File: src/rtl/jtag_dtm_tap.sv
// jtag_dtm_tap: oversampled JTAG TAP with IDCODE/DTMCS/DMI/BYPASS DRs bridging DMI scans to a DM handshake
module jtag_dtm_tap #(
  parameter logic [31:0] IDCODE_VAL = 32'h1000_0001,
  parameter int ABITS = 6,
  parameter int SYNC_STG = 2
) (
  input  logic             clk,
  input  logic             rst,
  input  logic             jtag_TCK,
  input  logic             jtag_TMS,
  input  logic             jtag_TDI,
  output logic             jtag_TDO,
  output logic             dmi_req_valid,
  input  logic             dmi_req_ready,
  output logic [ABITS-1:0] dmi_req_addr,
  output logic [31:0]      dmi_req_data,
  output logic [1:0]       dmi_req_op,
  input  logic             dmi_resp_valid,
  input  logic [31:0]      dmi_resp_data,
  input  logic [1:0]       dmi_resp_op
);
  localparam int DW = ABITS + 34;
  localparam logic [DW-1:0] ONE = DW'(1);
  typedef enum logic [3:0] {
    TLR, RTI, SEL_DR, CAP_DR, SH_DR, EX1_DR, PA_DR, EX2_DR, UPD_DR,
    SEL_IR, CAP_IR, SH_IR, EX1_IR, PA_IR, EX2_IR, UPD_IR
  } tap_e;
  tap_e state, nxt;
  logic [SYNC_STG-1:0] tck_s, tms_s, tdi_s;
  logic tck_q, tck_rise, tck_fall, tms, tdi, shifting;
  logic is_idc, is_dtm, is_dmi, busy, accepted, resp_ok;
  logic [4:0] ir;
  logic [5:0] len;
  logic [1:0] dmistat;
  logic [ABITS-1:0] last_addr;
  logic [31:0] last_rdata, dtm_cap;
  logic [DW-1:0] shreg, sh_nxt, cap, top;
  always_ff @(posedge clk) begin
    if (rst) begin
      tck_s <= '0;
      tms_s <= '0;
      tdi_s <= '0;
      tck_q <= 1'b0;
    end else begin
      tck_s <= {tck_s[SYNC_STG-2:0], jtag_TCK};
      tms_s <= {tms_s[SYNC_STG-2:0], jtag_TMS};
      tdi_s <= {tdi_s[SYNC_STG-2:0], jtag_TDI};
      tck_q <= tck_s[SYNC_STG-1];
    end
  end
  assign tck_rise = tck_s[SYNC_STG-1] & ~tck_q;
  assign tck_fall = ~tck_s[SYNC_STG-1] & tck_q;
  assign tms = tms_s[SYNC_STG-1];
  assign tdi = tdi_s[SYNC_STG-1];
  assign is_idc = ir == 5'h01;
  assign is_dtm = ir == 5'h10;
  assign is_dmi = ir == 5'h11;
  assign shifting = state == SH_IR || state == SH_DR;
  assign len = state == SH_IR ? 6'd5 : is_dmi ? 6'(DW) : (is_idc || is_dtm) ? 6'd32 : 6'd1;
  // TDI enters at the top of the active length; bits above it are don't-care
  assign top = ONE << (len - 6'd1);
  assign sh_nxt = ((shreg >> 1) & ~top) | (tdi ? top : '0);
  assign dtm_cap = {14'b0, 3'b0, 3'd1, dmistat, 6'(ABITS), 4'd1};
  assign cap = is_dmi ? {last_addr, last_rdata, busy ? 2'd3 : dmistat} :
               is_idc ? DW'(IDCODE_VAL) : is_dtm ? DW'(dtm_cap) : '0;
  assign resp_ok = busy & dmi_resp_valid & (accepted | (dmi_req_valid & dmi_req_ready));
  always_comb begin
    nxt = state;
    case (state)
      TLR:    nxt = tms ? TLR : RTI;
      RTI:    nxt = tms ? SEL_DR : RTI;
      SEL_DR: nxt = tms ? SEL_IR : CAP_DR;
      CAP_DR: nxt = tms ? EX1_DR : SH_DR;
      SH_DR:  nxt = tms ? EX1_DR : SH_DR;
      EX1_DR: nxt = tms ? UPD_DR : PA_DR;
      PA_DR:  nxt = tms ? EX2_DR : PA_DR;
      EX2_DR: nxt = tms ? UPD_DR : SH_DR;
      UPD_DR: nxt = tms ? SEL_DR : RTI;
      SEL_IR: nxt = tms ? TLR : CAP_IR;
      CAP_IR: nxt = tms ? EX1_IR : SH_IR;
      SH_IR:  nxt = tms ? EX1_IR : SH_IR;
      EX1_IR: nxt = tms ? UPD_IR : PA_IR;
      PA_IR:  nxt = tms ? EX2_IR : PA_IR;
      EX2_IR: nxt = tms ? UPD_IR : SH_IR;
      UPD_IR: nxt = tms ? SEL_DR : RTI;
      default: nxt = TLR;
    endcase
  end
  always_ff @(posedge clk) begin
    if (rst) begin
      state <= TLR;
      ir <= 5'h01;
      shreg <= '0;
      jtag_TDO <= 1'b0;
      busy <= 1'b0;
      accepted <= 1'b0;
      dmistat <= 2'd0;
      last_addr <= '0;
      last_rdata <= '0;
      dmi_req_valid <= 1'b0;
      dmi_req_addr <= '0;
      dmi_req_data <= '0;
      dmi_req_op <= 2'd0;
    end else begin
      if (tck_rise) begin
        state <= nxt;
        shreg <= state == CAP_IR ? ONE : state == CAP_DR ? cap : shifting ? sh_nxt : shreg;
      end
      if (tck_fall) jtag_TDO <= shifting & shreg[0];
      if (tck_fall && state == UPD_IR) ir <= shreg[4:0];
      if (dmi_req_valid && dmi_req_ready) begin
        dmi_req_valid <= 1'b0;
        accepted <= 1'b1;
      end
      if (resp_ok) begin
        last_rdata <= dmi_resp_data;
        dmistat <= dmi_resp_op == 2'd2 ? 2'd2 : dmistat;
        busy <= 1'b0;
        accepted <= 1'b0;
      end
      // Update actions happen on the falling TCK edge inside Update-DR
      if (tck_fall && state == UPD_DR && is_dmi) begin
        if (busy) dmistat <= 2'd3;
        else if ((shreg[1:0] == 2'd1 || shreg[1:0] == 2'd2) && dmistat == 2'd0) begin
          dmi_req_addr <= shreg[DW-1:34];
          dmi_req_data <= shreg[33:2];
          dmi_req_op <= shreg[1:0];
          last_addr <= shreg[DW-1:34];
          dmi_req_valid <= 1'b1;
          busy <= 1'b1;
          accepted <= 1'b0;
        end
      end
      if (tck_fall && state == UPD_DR && is_dtm) begin
        if (shreg[16] || shreg[17]) dmistat <= 2'd0;
        if (shreg[17]) begin
          busy <= 1'b0;
          accepted <= 1'b0;
          dmi_req_valid <= 1'b0;
        end
      end
      if (state == TLR) begin
        ir <= 5'h01;
        busy <= 1'b0;
        accepted <= 1'b0;
        dmistat <= 2'd0;
        dmi_req_valid <= 1'b0;
      end
    end
  end
endmodule

File: config.mk
export PLATFORM = sky130hd
export DESIGN_NAME = jtag_dtm_tap
export DESIGN_NICKNAME = d
export VERILOG_FILES = /design/src/rtl/jtag_dtm_tap.sv
export SDC_FILE = /design/constraint.sdc
export NUM_CORES = 1
export LEC_CHECK = 0
export CAP_MARGIN = 30
export CORE_MARGIN = 1.5
export CORE_UTILIZATION = 35
export DETAILED_ROUTE_END_ITERATION = 6
export PLACE_DENSITY_LB_ADDON = 0.3
export SETUP_SLACK_MARGIN = 0.02
export SYNTH_ARGS = -nofsm -noshare
export SYNTH_HDL_FRONTEND = slang
export SYNTH_SLANG_ARGS = --single-unit
File: constraint.sdc
create_clock -name clk -period 2 [get_ports clk]
set_clock_uncertainty 0.15 [all_clocks]
set_input_delay 0.2 -clock clk [delete_from_list [all_inputs] [get_ports clk]]
set_output_delay 0.2 -clock clk [all_outputs]
set_load 0.01 [all_outputs]
After elaboration in Yosys (flattened, before gate mapping). Index checks and enable logic that the tools add are counted. W data, S select, Z words.

Add/subtract/negate cells: 1. Multipliers: 0. Div/mod/pow operators: 0. Order comparisons: 0. Eq/ne operators: 21. Shift-type cells: 1. Multiplexer cells: 49. Bitwise logic cells: 13. Reduce and logical (&&, ||, !) cells: 19.

Operator list (count): $mux W40 (5); $pmux W4 S12 (1); $and A39 B40 Y40 (1); $not A40 Y40 (1); $or A40 B40 Y40 (1); $shl A1 B6 Y40 const A (1); $eq A4 B4 Y1 const B (8); $mux W29 (1); $mux W1 (22); $mux W2 (10); $mux W6 (3); $eq A4 B3 Y1 const B (4); $mux W4 (4); $mux W13 (1); $eq A5 B5 Y1 const B (2); $eq A4 B2 Y1 const B (2); $and A1 B1 Y1 (6); $logic_and A1 B1 Y1 (6); $mux W3 (2); $reduce_or A2 Y1 (3); $sub A6 B1 Y6 const B (1); $eq A5 B1 Y1 const B (1); $eq A2 B2 Y1 const B (2); $eq A4 B1 Y1 const B (1); other kinds (10) (15).

Register bits after elaboration: 134. Bits in latches: 0. Memory bits (writable): 0. Memory bits (read-only): 0. Input port bits: 41. Output and inout bits: 42. Logic and storage cells: 120. Memories kept: 0.

Logic depth before layout (Yosys ltp). Gate-level depths: netlist (run 1).

Depth in word-level cells: 13. Gate-level depth with buffers: 7. Gate-level depth less buffers: 4.

Least setup slack after synthesis (run 1). OpenSTA, ideal clock, no wires.

Path kind: register to register. Start point: reg state[0]. End point: reg shreg[12]. Library setup time: 0.117 ns. Data arrival time: 1.647 ns. Data required time: 1.733 ns. Setup slack: 0.086 ns. Stages on the path, launching flop included: 7. Path buffers: 2. Period minus slack after synthesis: 1.914 ns. Cells stage by stage: dfxtp_1 buf_6 or4b_1 o21ai_1 a21oi_2 buf_2 a22o_1.

Word-level cells in the longest chain between the ends: 10. Elaborated cells on any way between the ends: 17. Classes of those cells: add/sub (1); eq/ne (4); shift (1); mux (5); bitwise (3); reduce/logical (3).

RTL lines: start: declaration (RTL line 28) `tap_e state, nxt;`; start signal: assignment (RTL line 106) `state <= nxt;`; $eq A4 B4 Y1 (RTL line 58, 59); $mux W6 (RTL line 59) `assign len = state == SH_IR ? 6'd5 : is_dmi ? 6'(DW) : (is_idc || is_dtm) ? 6'd32 : 6'd1;`; $sub A6 B1 Y6 (RTL line 61) `assign top = ONE << (len - 6'd1);`; $shl A1 B6 Y40 (RTL line 61); $not A40 Y40 (RTL line 62) `assign sh_nxt = ((shreg >> 1) & ~top) | (tdi ? top : '0);`; $and A39 B40 Y40 (RTL line 62); $or A40 B40 Y40 (RTL line 62); $mux W40 (3 in a row) (RTL line 107) `shreg <= state == CAP_IR ? ONE : state == CAP_DR ? cap : shifting ? sh_nxt : shreg;`; end signal: assignment (RTL line 107); end: declaration (RTL line 37) `logic [DW-1:0] shreg, sh_nxt, cap, top;`.

Parallel ways exist; a longest one is shown, timed or not. The select of a mux whose other input is x is not followed. A chain may end at the register's enable or synchronous reset.

Worst setup path after layout (run 1).
Start point: reg state[0]. End point: reg dmi_req_data[0].

Word-level cells in the longest chain between the ends: 4.

RTL lines: $eq A4 B4 Y1 (RTL line 122) `if (tck_fall && state == UPD_DR && is_dmi) begin`; $logic_and A1 B1 Y1 (2 in a row) (RTL line 122); $reduce_and A3 Y1 (no source line); end signal: assignment (RTL line 126) `dmi_req_data <= shreg[33:2];`; end: declaration (RTL line 16) `output logic [31:0] dmi_req_data,`.

No other way between the ends.

==> summary.txt, run 1 <==
Power and ir drop
  – Switching portion of total power: between 20% and 30%
  – Clock network fraction of design power: a little over half
  – Tot Pwr: 0.00615 W
  – Fraction of power consumed by combinational cells: between 3 and 4%
  – Sequential share of power: between 40% and 50%
  – Peak ir drop on the vdd network: ~0.6 mV
  – Pwr Density: roughly 770 nW/µm²
  – Internal cell power: ~0.0048 W
  – Static power due to leakage: 2.56 nW
  – Net switching power: 0.00130 W

Layout
  – Number of nets in the layout: 831
  – Layout overhead on the synthesized area: 32.4%
  – Non-filler cells, final: slightly above 1000
  – Final design utilization: between 40 and 50%
  – N_diodes: 0
  – Share of post-route cells with drive strength above 1: approximately 14%

Die
  – Die outline height: about 130 µm
  – Number of placed I/O pins: 83
  – Initial Util: 36.1%
  – Placeable Area: approximately 17000 µm²
  – Die ar.: between 15000 and 20000 µm²
  – Number of rows in the core area: 47
  – Horizontal die dimension: approximately 130 µm

GRT
  – Pin count of the biggest net entering global routing: 86
  – Wire length of the first global-routing pass: roughly 26 mm
  – Aggregate global routing overflow: 0
  – Antenna violations before repair: 0
  – Vias in the first global route: 5007
  – Aggregate global-route resource usage: a little under a fifth

STA
  – Fraction of the cycle the final worst path needs: approximately 96%
  – Final hold violation count: 0
  – Maximum achievable frequency: 523 MHz
  – Total Negative Setup Slacks: 0 ps
  – Headroom to the max-slew limit: 72.3%
  – RSZ-0062 raised after global routing: true
  – Setup-violating endpoint count in the final report: 0
  – Least-Margin Pin Slew: slightly above 400 ps
  – Final Max Tran Viols: 0
  – Min cycle time layout: approximately 1900 ps
  – Final worst slack: 87.3 ps

Logic synthesis
  – Syn_nets: between 700 and 800
  – Share of flip-flops with an asynchronous set or reset after synthesis: 0%
  – Number of warnings issued by yosys: 0
  – Cell count after synthesis: 717
  – Count of flip-flops with a built-in enable after synthesis: 0
  – Synthesized area per cell: around 8.4 µm²
  – Part of the Yosys area used for sequential elements: between 40 and 50%
  – Synth area leader: sky130_fd_sc_hd__dfxtp_1
  – Synth Flop Type: sky130_fd_sc_hd__dfxtp_1
  – Syn Std Cell Area: 6060 µm²
  – Post-synth top area share: approximately 44%
  – Synth unique cells: 57
  – Number of flip-flops and latches in the synthesized netlist: 134
  – Top area cells in the synthesized netlist: sky130_fd_sc_hd__dfxtp_1, sky130_fd_sc_hd__nand2_1, sky130_fd_sc_hd__a21oi_1, sky130_fd_sc_hd__or4b_1, sky130_fd_sc_hd__o31ai_1

Critical path
  – Maximum fanout encountered on the critical timing path: 63
  – Worst Setup Path Type: register to register
  – Required time worst endpoint: 2200 ps
  – Crit path largest cell delay: 500 ps
  – Highest-delay cell along the critical path: sky130_fd_sc_hd__or4b_4
  – Arrival time of the worst setup path: about 2100 ps
  – Cell-by-cell trace of the critical path: nor4b_4 > nand4_4 > buf_12 > or4b_4 > a21oi_1
  – Critical path endpoint category: register
  – Launching element type of the critical path: register

CTS
  – Buffer cell driving the clock tree root: sky130_fd_sc_hd__clkbuf_16
  – Clock-pin slew reported for the worst setup and hold paths after clock tree synthesis: 60 ps
  – Clock tree from TritonCTS: done
  – Clock latency on the worst-skew pair: ~420 ps
  – Sink count of the clock tree: 134
  – Number of buffers on the longest clock path: 2
  – CTS Buf Count: 17
  – Maximum level of the CTS H-tree: 4

Detailed routing
  – Vias after detailed routing: 5477
  – Post-route antenna net violation count: 0
  – Drt first-iter violations: approximately 380
  – Number of search-and-repair iterations in the first detailed-routing pass: 4
  – Via density per instance: around 5.4
  – Routed WL: 16.5 mm
  – Number of remaining DRC errors: 0
  – Average detailed-routed wire length per instance: roughly 16 µm

Worst hold path
  – Worst min path class: input pin to register

Placement
  – Buffers on Ports: between 80 and 90
  – Worst slack at placement: 16.8 ps
  – Placed wire-length estimate: 10.7 mm
  – Number of instances in the placed design: between 900 and 1000
  – Routability-driven placement congestion ratio: ~0.85

Flow run
  – Max-cap viol count: 0

Outcome
  – Run status: completed
## layer usage
metal | up-vias | part of all wire, % | global-route usage [%]
met5 | - | 0 | 0
met4 | 0 | 1.2 | 5.79
met3 | 16 | 4.5 | 4.24
met2 | 127 | 43 | 26.4
met1 | 2591 | 51 | 26.8
li1 | 2743 | - | -
## cell type report
cell class | instances | area, µm²
Fill cell | 1650 | 8740
Multi-Input combinational cell | 501 | 3090
Sequential cell | 134 | 2690
Timing Repair Buffer | 126 | 1310
Clock buffer | 22 | 474
Tap cell | 220 | 275
Clock inverter | 10 | 144
Inverter | 10 | 37.5
## registers in the layout, indices dropped and copies added, names as in the netlist
name           cells
tms_s              2
jtag_TDO           1
dmi_req_op         2
accepted           1
last_rdata        32
state              4
tck_s              2
busy               1
dmistat            2
tck_q              1
ir                 5
dmi_req_valid      1
dmi_req_data      32
tdi_s              2
shreg             40
last_addr          6
## per-stage QoR
| stage | area [µm²] | hold slack [ps] |
|---|---|---|
| floorplan | 6060 | 164 |
| finish | 8020 | 170 |
| CTS | 7850 | 157 |
| global route | 8020 | 172 |
| detailed placement | 7220 | 274 |
| global placement | 7220 | 274 |
## Yosys cell counts, types with 5 or more instances
| cell type | count |
|---|---|
| sky130_fd_sc_hd__a21oi_1 | 92 |
| sky130_fd_sc_hd__nand3_1 | 9 |
| sky130_fd_sc_hd__o31ai_1 | 41 |
| sky130_fd_sc_hd__a21o_1 | 5 |
| sky130_fd_sc_hd__inv_1 | 10 |
| sky130_fd_sc_hd__dfxtp_1 | 134 |
| sky130_fd_sc_hd__o21ai_0 | 50 |
| sky130_fd_sc_hd__buf_1 | 7 |
| sky130_fd_sc_hd__nor2b_1 | 14 |
| sky130_fd_sc_hd__a22o_1 | 34 |
| sky130_fd_sc_hd__clkbuf_1 | 46 |
| sky130_fd_sc_hd__nor2_1 | 15 |
| sky130_fd_sc_hd__nand2_1 | 144 |
| sky130_fd_sc_hd__buf_6 | 6 |
| sky130_fd_sc_hd__buf_2 | 9 |
| sky130_fd_sc_hd__or4b_1 | 40 |
## cells in the final DEF (no fill, tap or decap), types with 5 or more instances in the layout
master / instances
sky130_fd_sc_hd__nand2_1: 144
sky130_fd_sc_hd__dfxtp_1: 129
sky130_fd_sc_hd__a21oi_1: 84
sky130_fd_sc_hd__clkdlybuf4s50_1: 81
sky130_fd_sc_hd__o21ai_0: 50
sky130_fd_sc_hd__or4b_1: 36
sky130_fd_sc_hd__o31ai_1: 36
sky130_fd_sc_hd__a22o_1: 34
sky130_fd_sc_hd__buf_4: 31
sky130_fd_sc_hd__clkbuf_16: 19
sky130_fd_sc_hd__nor2b_1: 14
sky130_fd_sc_hd__nor2_1: 14
sky130_fd_sc_hd__inv_1: 10
sky130_fd_sc_hd__buf_12: 10
sky130_fd_sc_hd__a21oi_2: 9
sky130_fd_sc_hd__nand3_1: 9
sky130_fd_sc_hd__a21o_1: 5
sky130_fd_sc_hd__o31ai_2: 5
sky130_fd_sc_hd__dfxtp_2: 5
## critical path, delay by kind of cell (launching register included)
family | cells | cell delay [ps]
buf+inv | 1 | 210
compound gates | 1 | 130
flops | 1 | 340
simple gates | 3 | 980
## what timing repair did
item / CTS / global route
hold endpoints to repair: 1 / 0
buffers inserted: 0 / 3
endpoints found under the setup margin: 21 / 40
cloned: 0 / 2
gates resized for setup: 1 / 24
hold buffers: 1 / 0
pin swaps: 0 / 2
## worst paths after layout
check | start | to | slack [ps] | cells after the start
max | state[0]$_SDFFE_PP0P_ | dmi_req_data[0]$_SDFFE_PP0P_ | 90 | 5
min | dmi_resp_data[19] | last_rdata[19]$_SDFFE_PP0P_ | 170 | 3
max reg2reg | state[0]$_SDFFE_PP0P_ | dmi_req_data[0]$_SDFFE_PP0P_ | 90 | 5
min reg2reg | tms_s[0]$_SDFF_PP0_ | tms_s[1]$_SDFF_PP0_ | 280 | 1
## power groups by stage
| stage | registers [W] | clock network [W] | logic, W |
|---|---|---|---|
| after floorplan | 0.00274 | 0 | 0.0000922 |
| after global placement | 0.00274 | 0 | 0.000201 |
| after detailed placement | 0.00274 | 0 | 0.000200 |
| after CTS | 0.00269 | 0.00330 | 0.000202 |
| after global routing | 0.00269 | 0.00342 | 0.000221 |
| final | 0.00269 | 0.00325 | 0.000206 |
## logic make-up after synthesis
kind of cell / after synthesis / share of synthesized area (%)
AOI/OAI and AO/OA: 248 / 25.9
buffers and inverters: 82 / 6.26
DFF: 134 / 44.3
xor gates and xnor gates: 3 / 0.434
and+or+nand+nor: 246 / 22.4
muxes: 4 / 0.702
(Power assumes the default switching activity.)
==> inputs of run 2 (changes only) <==
- CELL_PAD_IN_SITES_DETAIL_PLACEMENT: unset -> 1
- CELL_PAD_IN_SITES_GLOBAL_PLACEMENT: unset -> 1
==> summary.txt, run 2 (synthesis results as in run 1) <==
CTS
  – Clock tree from TritonCTS: done
  – CTS Buf Count: 17
  – Post-cts hold buffer count: 0
  – Maximum level of the CTS H-tree: 4
  – Clock latency on the worst-skew pair: 420 ps
  – Buffer cell driving the clock tree root: sky130_fd_sc_hd__clkbuf_16
  – Sink count of the clock tree: about 130
  – Number of buffers on the longest clock path: 2
  – Clock-pin slew reported for the worst setup and hold paths after clock tree synthesis: 60 ps

Layout
  – Reg with most FFs: shreg
  – Number of nets in the layout: just over 800
  – Non-filler cells, final: between 1000 and 1500
  – N_diodes: 0
  – Share of post-route cells with drive strength above 1: between 10% and 20%
  – Most frequent cells in the layout: sky130_fd_sc_hd__nand2_1, sky130_fd_sc_hd__dfxtp_1, sky130_fd_sc_hd__a21oi_1
  – Largest register FFs: 40
  – Final design utilization: around 47%
  – Top flop regs: shreg (40), dmi_req_data (32), last_rdata (32)
  – Most common cell after layout, fill and taps aside: sky130_fd_sc_hd__nand2_1
  – Layout overhead on the synthesized area: 31.2%

Power and ir drop
  – Static power due to leakage: approximately 2.5 nW
  – Fraction of power consumed by combinational cells: ~3.5%
  – Clock network fraction of design power: 52.5%
  – Net switching power: ~0.0013 W
  – Switching portion of total power: between 20% and 30%
  – Sequential share of power: a little over two fifths
  – Tot Pwr: slightly above 0.006 W
  – Internal cell power: approximately 0.0048 W
  – Peak ir drop on the vdd network: between 0.6 and 0.7 mV
  – Pwr Density: about 770 nW/µm²

GRT
  – Vias in the first global route: just under 6000
  – Wire length of the first global-routing pass: between 30 and 40 mm
  – Antenna violations before repair: 0
  – Aggregate global routing overflow: 0
  – Pin count of the biggest net entering global routing: between 40 and 50
  – Aggregate global-route resource usage: a little over a fifth

Detailed routing
  – Number of search-and-repair iterations in the first detailed-routing pass: 4
  – Average detailed-routed wire length per instance: around 18 µm
  – Drt first-iter violations: 310
  – Number of remaining DRC errors: 0
  – Via density per instance: approximately 5.5
  – Post-route antenna net violation count: 0
  – Vias after detailed routing: between 5000 and 6000
  – Routed WL: ~19 mm

Die
  – Horizontal die dimension: ~130 µm
  – Placeable Area: approximately 17000 µm²
  – Number of rows in the core area: 47
  – Initial Util: roughly 36%
  – Number of placed I/O pins: 83
  – Die outline height: approximately 130 µm
  – Die ar.: 18100 µm²

STA
  – Setup-violating endpoint count in the final report: 0
  – Total Negative Setup Slacks: 0 ps
  – RSZ-0062 raised after global routing: true
  – Maximum achievable frequency: between 500 and 600 MHz
  – Min cycle time layout: between 1500 and 2000 ps
  – Fraction of the cycle the final worst path needs: 98.3%
  – Least-Margin Pin Slew: between 400 and 500 ps
  – Final hold violation count: 0
  – Headroom to the max-slew limit: between 60% and 70%
  – Worst hold slack after final layout: 7.34 ps
  – Final Max Tran Viols: 0

Flow run
  – Max-cap viol count: 0

Placement
  – Buffers on Ports: between 80 and 90
  – Routability-driven placement congestion ratio: roughly 0.85
  – Placed wire-length estimate: between 10 and 15 mm
  – Number of instances in the placed design: a little under 1000

Critical path
  – Highest-delay cell along the critical path: sky130_fd_sc_hd__or4b_1
  – Worst Setup Path Type: register to register
  – Worst flop-to-flop path endpoint: dmi_req_data[10]$_SDFFE_PP0P_
  – Minimum setup slack among reg-to-reg paths: about 34 ps
  – Required time worst endpoint: 2200 ps
  – Crit path largest cell delay: ~500 ps
  – Critical path endpoint category: register
  – Launching element type of the critical path: register
  – Arrival time of the worst setup path: ~2200 ps
  – Cell-by-cell trace of the critical path: nor4b_4 > nand4_4 > buf_12 > or4b_1 > a21oi_2
  – Source of the worst register-to-register timing path: state[2]$_SDFFE_PP0P_
  – Maximum fanout encountered on the critical timing path: 40
  – Length in cells of the worst reg-to-reg path: 5

Worst hold path
  – Hold Path Cell Cnt: 4
  – Hold path startpoint: rst
  – Worst min path class: input pin to register
  – Endpoint of the worst hold path: busy$_SDFF_PP0_

Outcome
  – Run status: completed
[run 2: per-layer routing]
layer | track usage (%) | wire length (µm) | share of wire, % | vias up
met3 | 3.83 | 689 | 3.7 | 22
met1 | 28.7 | 9090 | 48 | 2704
li1 | - | - | - | 2732
met5 | 0 | 0 | 0 | -
met2 | 34.2 | 8640 | 46 | 129
met4 | 8.36 | 362 | 1.9 | 0
[run 2: per-stage QoR]
stage / setup WS [ps] / area (µm²)
floorplan: 85.9 / 6060
global placement: 61.0 / 7250
detailed placement: -45.2 / 7250
CTS: 3.65 / 7890
global route: -22.1 / 7950
finish: 33.8 / 7950
[run 2: worst max-delay path: cells and delay by family, from the launching register on]
kind            cells  cell delay, ps
buf+inv             1             210
simple gates        3            1050
compound gates      1             140
flops               1             340
[run 2: final cells by class]
cell class | instances | area [µm²]
sequential | 134 | 2690
clock inverter | 7 | 119
multi-input combinational | 501 | 3090
tap | 220 | 275
inverter | 10 | 37.5
timing repair buffer | 124 | 1260
clock buffer | 23 | 478
fill | 1921 | 8810
[run 2: worst max-delay path by stage]
stage                                      from                             to  slack, ps  depth (start not counted)
final                     state[2]$_SDFFE_PP0P_  dmi_req_data[10]$_SDFFE_PP0P_         30                          5
after global routing      state[2]$_SDFFE_PP0P_  dmi_req_data[21]$_SDFFE_PP0P_        -20                          5
after CTS                 state[2]$_SDFFE_PP0P_  dmi_req_data[20]$_SDFFE_PP0P_          4                          5
after detailed placement  state[3]$_SDFFE_PP0P_  dmi_req_data[29]$_SDFFE_PP0P_        -50                          5
after global placement         tck_q$_SDFF_PP0_   dmi_req_data[3]$_SDFFE_PP0P_         60                          5
after floorplan           state[0]$_SDFFE_PP0P_         shreg[12]$_SDFFE_PP0P_         90                          6
[run 2: timing repair]
item | CTS | global route
gates cloned | 0 | 0
resized for setup | 10 | 16
pin swaps | 2 | 1
buffers inserted | 0 | 0
setup endpoints to repair | 27 | 65
[run 2: power by group through the flow]
stage	combinational [W]	sequential (W)	clock (W)
finish	0.000214	0.00269	0.00320
global route	0.000231	0.00269	0.00338
CTS	0.000212	0.00269	0.00326
detailed placement	0.000210	0.00275	0
global placement	0.000204	0.00274	0
floorplan	0.0000922	0.00274	0
